[config.mk]
export PLATFORM = sky130hd
export DESIGN_NAME = fifo_stream_reader_flat
export DESIGN_NICKNAME = d
export VERILOG_FILES = /design/src/rtl/fifo_pkg.sv /design/src/rtl/fifo_stream_reader_if.sv /design/src/rtl/fifo_stream_reader_skid.sv /design/src/rtl/fifo_stream_reader.sv /design/src/flat_wrapper.sv
export SDC_FILE = /design/constraint.sdc
export NUM_CORES = 1
export LEC_CHECK = 0
export BUFFER_PORTS_ARGS = -buffer_cell sky130_fd_sc_hd__clkbuf_2
export CAP_MARGIN = 25
export CORE_MARGIN = 2
export CORE_UTILIZATION = 53
export CTS_CLUSTER_DIAMETER = 30
export DETAILED_ROUTE_END_ITERATION = 10
export PLACE_DENSITY = 0.75
export SYNTH_ARGS = -nofsm -noshare
export SYNTH_HDL_FRONTEND = slang
export SYNTH_HIERARCHICAL = 1
export SYNTH_SLANG_ARGS = --single-unit
export TNS_END_PERCENT = 5
[constraint.sdc]
create_clock -name clk -period 3.3 [get_ports clk]
set_input_delay 0.33 -clock clk [delete_from_list [all_inputs] [get_ports clk]]
set_output_delay 0.33 -clock clk [all_outputs]
set_load 0.1 [all_outputs]
[src/rtl/fifo_pkg.sv]
// rtl/fifo_pkg.sv - shared widths and types for the FIFO read-side stream reader
//
// Purpose: single source of truth for the data/occupancy widths used by the
// FIFO, the read-side skid buffer and the stream interface.
package fifo_pkg;

  localparam int DATA_W     = 32;
  localparam int FIFO_DEPTH = 16;
  localparam int CNT_W      = 5;   // holds 0..FIFO_DEPTH
  localparam int SKID_DEPTH = 2;   // covers the one-cycle FIFO read latency

  typedef logic [DATA_W-1:0] data_t;

endpackage

[src/rtl/fifo_stream_reader_if.sv]
// rtl/fifo_stream_reader_if.sv - valid/ready stream bundle leaving the FIFO reader
//
// Purpose: groups the downstream stream handshake.
// Signals: m_data (word), m_valid (word present), m_ready (sink accepts).
// master = producer (fifo_stream_reader), slave = consumer (sink).
interface fifo_stream_reader_if;
  import fifo_pkg::*;

  data_t m_data;
  logic  m_valid;
  logic  m_ready;

  modport master (output m_data, output m_valid, input m_ready);
  modport slave  (input m_data, input m_valid, output m_ready);

endinterface

[src/rtl/fifo_stream_reader_skid.sv]
// rtl/fifo_stream_reader_skid.sv - two-entry skid buffer (module rd_skid_buf)
//
// Purpose: holds words returned by the FIFO until the sink takes them.
// Ports:
//   clk, rst         clock, asynchronous active-high reset
//   push_i           write push_data_i into the tail this cycle
//   push_data_i      word to store
//   pop_i            discard the head this cycle
//   head_data_o      oldest stored word (0 after reset)
//   buf_cnt_o        number of stored words, 0..2
module rd_skid_buf
  import fifo_pkg::*;
(
  input  logic       clk,
  input  logic       rst,
  input  logic       push_i,
  input  data_t      push_data_i,
  input  logic       pop_i,
  output data_t      head_data_o,
  output logic [1:0] buf_cnt_o
);

  data_t      mem_q [SKID_DEPTH];
  logic       head_q, head_d;
  logic       tail_q, tail_d;
  logic [1:0] cnt_q, cnt_d;

  always_comb begin
    head_d = head_q;
    tail_d = tail_q;
    cnt_d  = cnt_q;
    if (push_i) tail_d = ~tail_q;
    if (pop_i)  head_d = ~head_q;
    case ({push_i, pop_i})
      2'b10:   cnt_d = cnt_q + 2'd1;
      2'b01:   cnt_d = cnt_q - 2'd1;
      default: cnt_d = cnt_q;
    endcase
  end

  // With one word held the tail points at the other slot, so a push never
  // disturbs the head word the sink is looking at.
  always_ff @(posedge clk or posedge rst) begin
    if (rst) begin
      mem_q[0] <= '0;
      mem_q[1] <= '0;
      head_q   <= 1'b0;
      tail_q   <= 1'b0;
      cnt_q    <= 2'd0;
    end else begin
      if (push_i) mem_q[tail_q] <= push_data_i;
      head_q <= head_d;
      tail_q <= tail_d;
      cnt_q  <= cnt_d;
    end
  end

  assign head_data_o = mem_q[head_q];
  assign buf_cnt_o   = cnt_q;

  a_no_overflow : assert property (@(posedge clk) disable iff (rst)
    !(push_i && !pop_i && cnt_q == 2'd2))
    else $error("rd_skid_buf overflow");

endmodule

[src/rtl/fifo_stream_reader.sv]
// rtl/fifo_stream_reader.sv - FIFO read-port to valid/ready stream adapter
//
// Purpose: issues FIFO reads while the skid buffer has room for the result,
// absorbs the one-cycle read latency and presents words on a stream.
// Ports:
//   clk, rst     clock, asynchronous active-high reset
//   rd_en        permission to start new FIFO reads
//   fifo_empty   FIFO empty flag
//   fifo_cnt     FIFO occupancy (status only)
//   fifo_dout    FIFO read data, valid the cycle after fifo_ren
//   fifo_ren     FIFO read enable
//   strm         stream master: m_data / m_valid / m_ready
//   level        words written to the FIFO and not yet accepted downstream
//   rd_count     accepted stream transfers, modulo 2^16
module fifo_stream_reader
  import fifo_pkg::*;
(
  input  logic                 clk,
  input  logic                 rst,
  input  logic                 rd_en,
  input  logic                 fifo_empty,
  input  logic [CNT_W-1:0]     fifo_cnt,
  input  data_t                fifo_dout,
  output logic                 fifo_ren,
  fifo_stream_reader_if.master strm,
  output logic [CNT_W:0]       level,
  output logic [15:0]          rd_count
);

  logic [1:0]  buf_cnt;
  logic        inflight_q, inflight_d;
  logic [15:0] rd_count_q, rd_count_d;
  logic        pop;
  logic [2:0]  committed;

  assign pop = strm.m_valid & strm.m_ready;

  // Slots that will still be occupied after this cycle's pop; a read issued
  // now lands next cycle, so it needs one of those slots to be free. Counting
  // the pop lets reads restart in the same cycle the sink becomes ready.
  assign committed = {1'b0, buf_cnt} + {2'b00, inflight_q} - {2'b00, pop};
  assign fifo_ren  = rd_en & ~fifo_empty & ~rst & (committed < 3'(SKID_DEPTH));

  assign inflight_d = fifo_ren;
  assign rd_count_d = rd_count_q + {15'd0, pop};

  always_ff @(posedge clk or posedge rst) begin
    if (rst) begin
      inflight_q <= 1'b0;
      rd_count_q <= 16'd0;
    end else begin
      inflight_q <= inflight_d;
      rd_count_q <= rd_count_d;
    end
  end

  rd_skid_buf u_skid (
    .clk         (clk),
    .rst         (rst),
    .push_i      (inflight_q),
    .push_data_i (fifo_dout),
    .pop_i       (pop),
    .head_data_o (strm.m_data),
    .buf_cnt_o   (buf_cnt)
  );

  assign strm.m_valid = (buf_cnt != 2'd0);
  assign rd_count     = rd_count_q;
  assign level        = {1'b0, fifo_cnt}
                      + {{(CNT_W-1){1'b0}}, buf_cnt}
                      + {{CNT_W{1'b0}}, inflight_q};

endmodule
[src/flat_wrapper.sv]
// flat-port wrapper written by rule: the top's interface ports become plain ports
module fifo_stream_reader_flat import fifo_pkg::*;
  (clk, rst, rd_en, fifo_empty, fifo_cnt, fifo_dout, fifo_ren, level, rd_count, strm_m_data, strm_m_valid, strm_m_ready);
  fifo_stream_reader_if strm_i ();
  input  logic clk;
  input  logic rst;
  input  logic rd_en;
  input  logic fifo_empty;
  input  logic [CNT_W-1:0] fifo_cnt;
  input  data_t fifo_dout;
  output logic fifo_ren;
  output logic [CNT_W:0] level;
  output logic [15:0] rd_count;
  output wire logic [$bits(strm_i.m_data)-1:0] strm_m_data;
  output wire logic [$bits(strm_i.m_valid)-1:0] strm_m_valid;
  input wire logic [$bits(strm_i.m_ready)-1:0] strm_m_ready;
  assign strm_m_data = strm_i.m_data;
  assign strm_m_valid = strm_i.m_valid;
  assign strm_i.m_ready = strm_m_ready;
  fifo_stream_reader u_core (.clk(clk), .rst(rst), .rd_en(rd_en), .fifo_empty(fifo_empty), .fifo_cnt(fifo_cnt), .fifo_dout(fifo_dout), .fifo_ren(fifo_ren), .strm(strm_i), .level(level), .rd_count(rd_count));
endmodule
# == Word-level counts from Yosys, hierarchy flattened ==
# Index checks and enable logic that the tools add are counted.
# word_totals
regBits,85
inputBits,42
output_inout_bits,56
word_cells,40
# classes
add_sub_neg,7
order_cmp,4
n_eq_ne,2
n_mux,7
bitwise,10
n_reduce_logical,3
# ops
operator,count
2-to-1 mux 32 bit,4
bitwise mux 64 bit,1
demux 32 bit (select 1 bit),1
adder 16 x 1 -> 16 bit,1
adder 5 x 2 -> 6 bit,1
adder 6 x 1 -> 6 bit,1
bitwise AND 1 bit,4
">= comparator 2 bit, second input constant",2
NOT 1 bit,4
NOT 1 -> 2 bit,2
case mux 2 bit (2 select lines),1
nonzero test 2 bit,2
adder 2 x 1 -> 3 bit,1
"< comparator 3 x 2 -> 1 bit, second input constant",1
subtractor 3 x 1 -> 3 bit,1
"adder 2 x 1 -> 2 bit, second input constant",1
"equality test 2 x 1 -> 1 bit, second input constant",1
"equality test 2 bit, second input constant",1
"< comparator 2 x 1 -> 1 bit, second input constant",1
"subtractor 2 x 1 -> 2 bit, second input constant",1
logical AND 1 bit,1

# == Logic depth before layout (Yosys ltp) ==
# depth
word_depth,6
ltp_mapped,8
depth_no_buf,8

# == Modules after synthesis ==
# The synthesis kept the hierarchy.
# modules_own_cells
module,instances,cells_each,area_each_um2,seq_area_each_um2
rd_skid_buf,1,186,3081.7,1701.6
fifo_stream_reader,1,88,974.7,425.4

# == Least setup slack after synthesis ==
# Ideal clock, no wire load.
# synth_path
path_type,register to register
start,"reg u_core.u_skid.cnt_q[1], in the netlist u_core/u_skid/buf_cnt_o[1]"
end,reg u_core.inflight_q
arrival_time_ns,5.391
required_time_ns,2.870
path_slack_ns,-2.521
stages_incl_launch_ff,9
n_path_buf,0
period_less_slack_ns,5.821
path_cell_list,dfrtp_1 inv_1 nand2_1 and2_1 ha_1 nand2b_1 fa_1 nand2_1 nor4_1
# synth_via
elab_chain_cells,5
# synth_lines
item,line,text
"start, declared",fifo_stream_reader_skid.sv:26,"logic [1:0] cnt_q, cnt_d;"
"start signal, assigned",fifo_stream_reader_skid.sv:54,cnt_q <= cnt_d;
nonzero test 2 bit,fifo_stream_reader.sv:67,assign strm.m_valid = (buf_cnt != 2'd0);
via strm_m_valid,flat_wrapper.sv:15,output wire logic [$bits(strm_i.m_valid)-1:0] strm_m_valid;
bitwise AND 1 bit,fifo_stream_reader.sv:36,assign pop = strm.m_valid & strm.m_ready;
via u_core.pop,fifo_stream_reader.sv:33,logic pop;
subtractor 3 x 1 -> 3 bit,fifo_stream_reader.sv:41,"assign committed = {1'b0, buf_cnt} + {2'b00, inflight_q} - {2'b00, pop};"
< comparator 3 x 2 -> 1 bit,fifo_stream_reader.sv:42,assign fifo_ren = rd_en & ~fifo_empty & ~rst & (committed < 3'(SKID_DEPTH));
bitwise AND 1 bit,fifo_stream_reader.sv:42,
via fifo_ren,flat_wrapper.sv:11,output logic fifo_ren;
"end signal, assigned",fifo_stream_reader.sv:52,inflight_q <= inflight_d;
"end, declared",fifo_stream_reader.sv:31,"logic inflight_q, inflight_d;"
# The timed path passes the listed nets, and every way through them passes these cells.
# A chain may end at the register's enable or synchronous reset.

# == Final worst setup path ==
# layout_path
start,"reg u_core.u_skid.cnt_q[0], in the netlist u_core/u_skid/buf_cnt_o[0]"
end,out fifo_ren
# layout_via
elab_chain_cells,5
# layout_lines
item,line
nonzero test 2 bit,fifo_stream_reader.sv:67
bitwise AND 1 bit,fifo_stream_reader.sv:36
via u_core.pop,fifo_stream_reader.sv:33
subtractor 3 x 1 -> 3 bit,fifo_stream_reader.sv:41
< comparator 3 x 2 -> 1 bit,fifo_stream_reader.sv:42
bitwise AND 1 bit,fifo_stream_reader.sv:42
"end, declared",flat_wrapper.sv:11
# The timed path passes the listed nets, and every way through them passes these cells.

==> results_dict.tcl <==
set metrics [dict create \
    crit_fanout 4 \
    setup_viol 0 \
    cts.sinks 85 \
    top_usage_layer "met2" \
    grt_max_degree 39 \
    synth_top_area_share_pct 52.4 \
    nNetsFinal 425 \
    yosysTopAreaCell "dfrtp_1" \
    cp_cell_sequence "inv_2, nand2_8, and2_4, ha_1, nand2b_1, fa_1, nand2_1, nor4_4, clkbuf_4" \
    critPathTopFamily "adder cells" \
    cts_tree "built" \
    n_antenna_cell 0 \
    max_slew.worst_pin.slew_ps 840 \
    ys_top_cells_by_area "dfrtp_1 (52%), mux2_4 (11%), mux2_2 (9.4%)" \
    numPortBuffers 97 \
    detail-route-antenna-nets 0 \
    crit_path_end_kind "primary output" \
    dieArea_um2 8370 \
    synth.distinct_cells 28 \
    yosysWarnings 6 \
    dpl.hpwl_um 5160 \
    required_ps 2970 \
    drive_gt1_share_pct 52.1 \
    drv_cap 0 \
    initial_utilization_pct 55.3 \
    synth_area_um2 4060 \
    drc 0 \
    critPathLaunchType "flop" \
    io-pin-count 98 \
    ys_ff_latch 85 \
    fin_crit_sh_pct 95.3 \
    dr.pass1.iters 4 \
    clk_pin_slew_ps 80 \
    status "complete, no violations" \
    min_period_ps 3140 \
    use_met2_pct 29.6 \
    dominantRegCellSynth "dfrtp_1" \
    final_hold_viol_count 0 \
    max_freq_mhz 318 \
    crit_path_top_delay_cell "fa_1" \
    cts_root_buffer "clkbuf_8" \
    synth.avg_cell_area_um2 14.8 \
    layout_setup_ws_ps 156 \
    synth_edf_count 0 \
    core.rowCount 31 \
    grt_remaining_overflow 0 \
    arrival_ps 2810 \
    coreArea_um2 7330 \
    cts_setup_buffers 0 \
    gp_congestion 0.715 \
    yosysSeqAreaShare_pct 52.4 \
    insertion_delay_ps 340 \
    cts_buffer_depth 2 \
    use_met1_pct 25.1 \
    synthCells 274 \
    fillerInstances 552 \
    hp-class "input port to flop" \
    htreeDepth 3 \
    wl_per_cell_um 15.5 \
    track_usage_pct 18.7 \
    critPathMaxStageDelay_ps 500 \
    slew_headroom_pct 43.8 \
    pre_cts_ws_ps 415 \
    worst_clock_skew_ps 12.9 \
    critPathKind "flop to primary output" \
    use_met3_pct 5.81 \
    grt_pass1_vias 2625 \
    initialDrtViolationCount 78 \
    synth-async-reset-ratio_pct 100 \
    fp.dieW_um 91.5 \
    finalSetupTns_ps 0 \
    crit_buf_inv 2 \
    drt-total-wl_um 7410 \
    syn_to_final_growth_pct 19.6 \
    dr_total_vias 2448 \
    antenna_found_initial 0 \
    detail_route.vias_per_cell 5.11 \
    synth_fp_nets 324 \
    cts_buffers 9 \
    die_h_um 91.5 \
    grt_pass1_wl_um 12500 \
    rsz0062_at_grt "no" \
    slew_viol_final 0 \
]
-- registers in the layout (all words and copies together) (netlist names) --
name                     flops
u_core/u_skid/mem_q         64
u_core/rd_count             16
u_core/u_skid/buf_cnt_o      2
u_core/inflight_q            1
u_core/u_skid/head_q         1
u_core/u_skid/tail_q         1
-- per-stage QoR --
stage	cells	hold WS [ps]	area, um2	util (%)
6_report	479	179	4850	66.2
5_1_grt	479	157	4850	66.2
4_1_cts	479	161	4850	66.2
3_5_place_dp	462	376	4640	63.3
3_3_place_gp	461	461	4620	63.0
2_1_floorplan	274	256	4090	-
-- placed cells by master (no fill, tap or decap), types with 4 or more instances in the layout --
cell,count
xnor2_1,8
xor2_1,15
clkbuf_8,10
dfrtp_1,84
ha_1,5
nor3_1,4
mux2_2,34
clkbuf_2,96
nor2_1,5
nand3_1,5
mux2_4,30
nand2_1,4
inv_1,9
mux2_1,32
nor4_2,4
-- path summary, 6_finish.rpt --
| kind | start | to | slack (ps) | depth (start not counted) |
|---|---|---|---|---|
| worst min register to register | u_core/u_skid/head_q | u_core/u_skid/head_q | 470 | 1 |
| worst min-delay path | fifo_empty | u_core/inflight_q | 180 | 2 |
| min in group asynchronous | rst | u_core/u_skid/mem_q[51] | 550 | 3 |
| worst max register to register | u_core/u_skid/buf_cnt_o[0] | u_core/inflight_q | 1110 | 8 |
| max in group asynchronous | rst | u_core/u_skid/mem_q[0] | 1960 | 5 |
| worst max-delay path | u_core/u_skid/buf_cnt_o[0] | fifo_ren | 160 | 9 |
-- Yosys cell counts, drive strengths merged, types with 4 or more instances --
cell type and n:
ha 5, buf 12, nor3 4, nand2 7, mux2 96, xor2 15
nand4 5, nand3 6, nor4 5, dfrtp 85, nor2 5, inv 12
xnor2 8
-- logic make-up after synthesis --
kind of cell | after synthesis | synth area share, %
XOR/XNOR | 23 | 4.97
adder cells (fa/ha/maj) | 8 | 3.02
AO/OA/AOI/OAI | 2 | 0.401
AND/OR/NAND/NOR | 36 | 5.89
multiplexers | 96 | 29.4
flip-flops | 85 | 52.4
buffers and inverters | 24 | 3.86
-- what timing repair did --
action,4_1_cts,5_1_grt
gates resized for setup,0,2
setup endpoints to repair,0,1
endpoints found under the hold margin,12,0
hold buffers,1,0
-- final cells by class --
cell class                 count  area [um2]  share of cell area [%]
clock buffer                  10         138                    2.84
clock inverter                 6        66.3                    1.37
inverter                      12        47.5                   0.980
multi-input combinational    165        1810                    37.3
sequential                    85        2130                    43.9
tap                           99         124                    2.55
timing repair buffer         102         541                    11.1
-- metal layers --
| metal | vias up | share of wire, % |
|---|---|---|
| li1 | 1163 | - |
| met1 | 1210 | 45 |
| met2 | 68 | 48 |
| met3 | 7 | 6.1 |
| met4 | 0 | 0.90 |
| met5 | - | 0 |
Power is not shown: default switching activity piles up to over one toggle a cycle in this logic, so the estimate is an artifact.
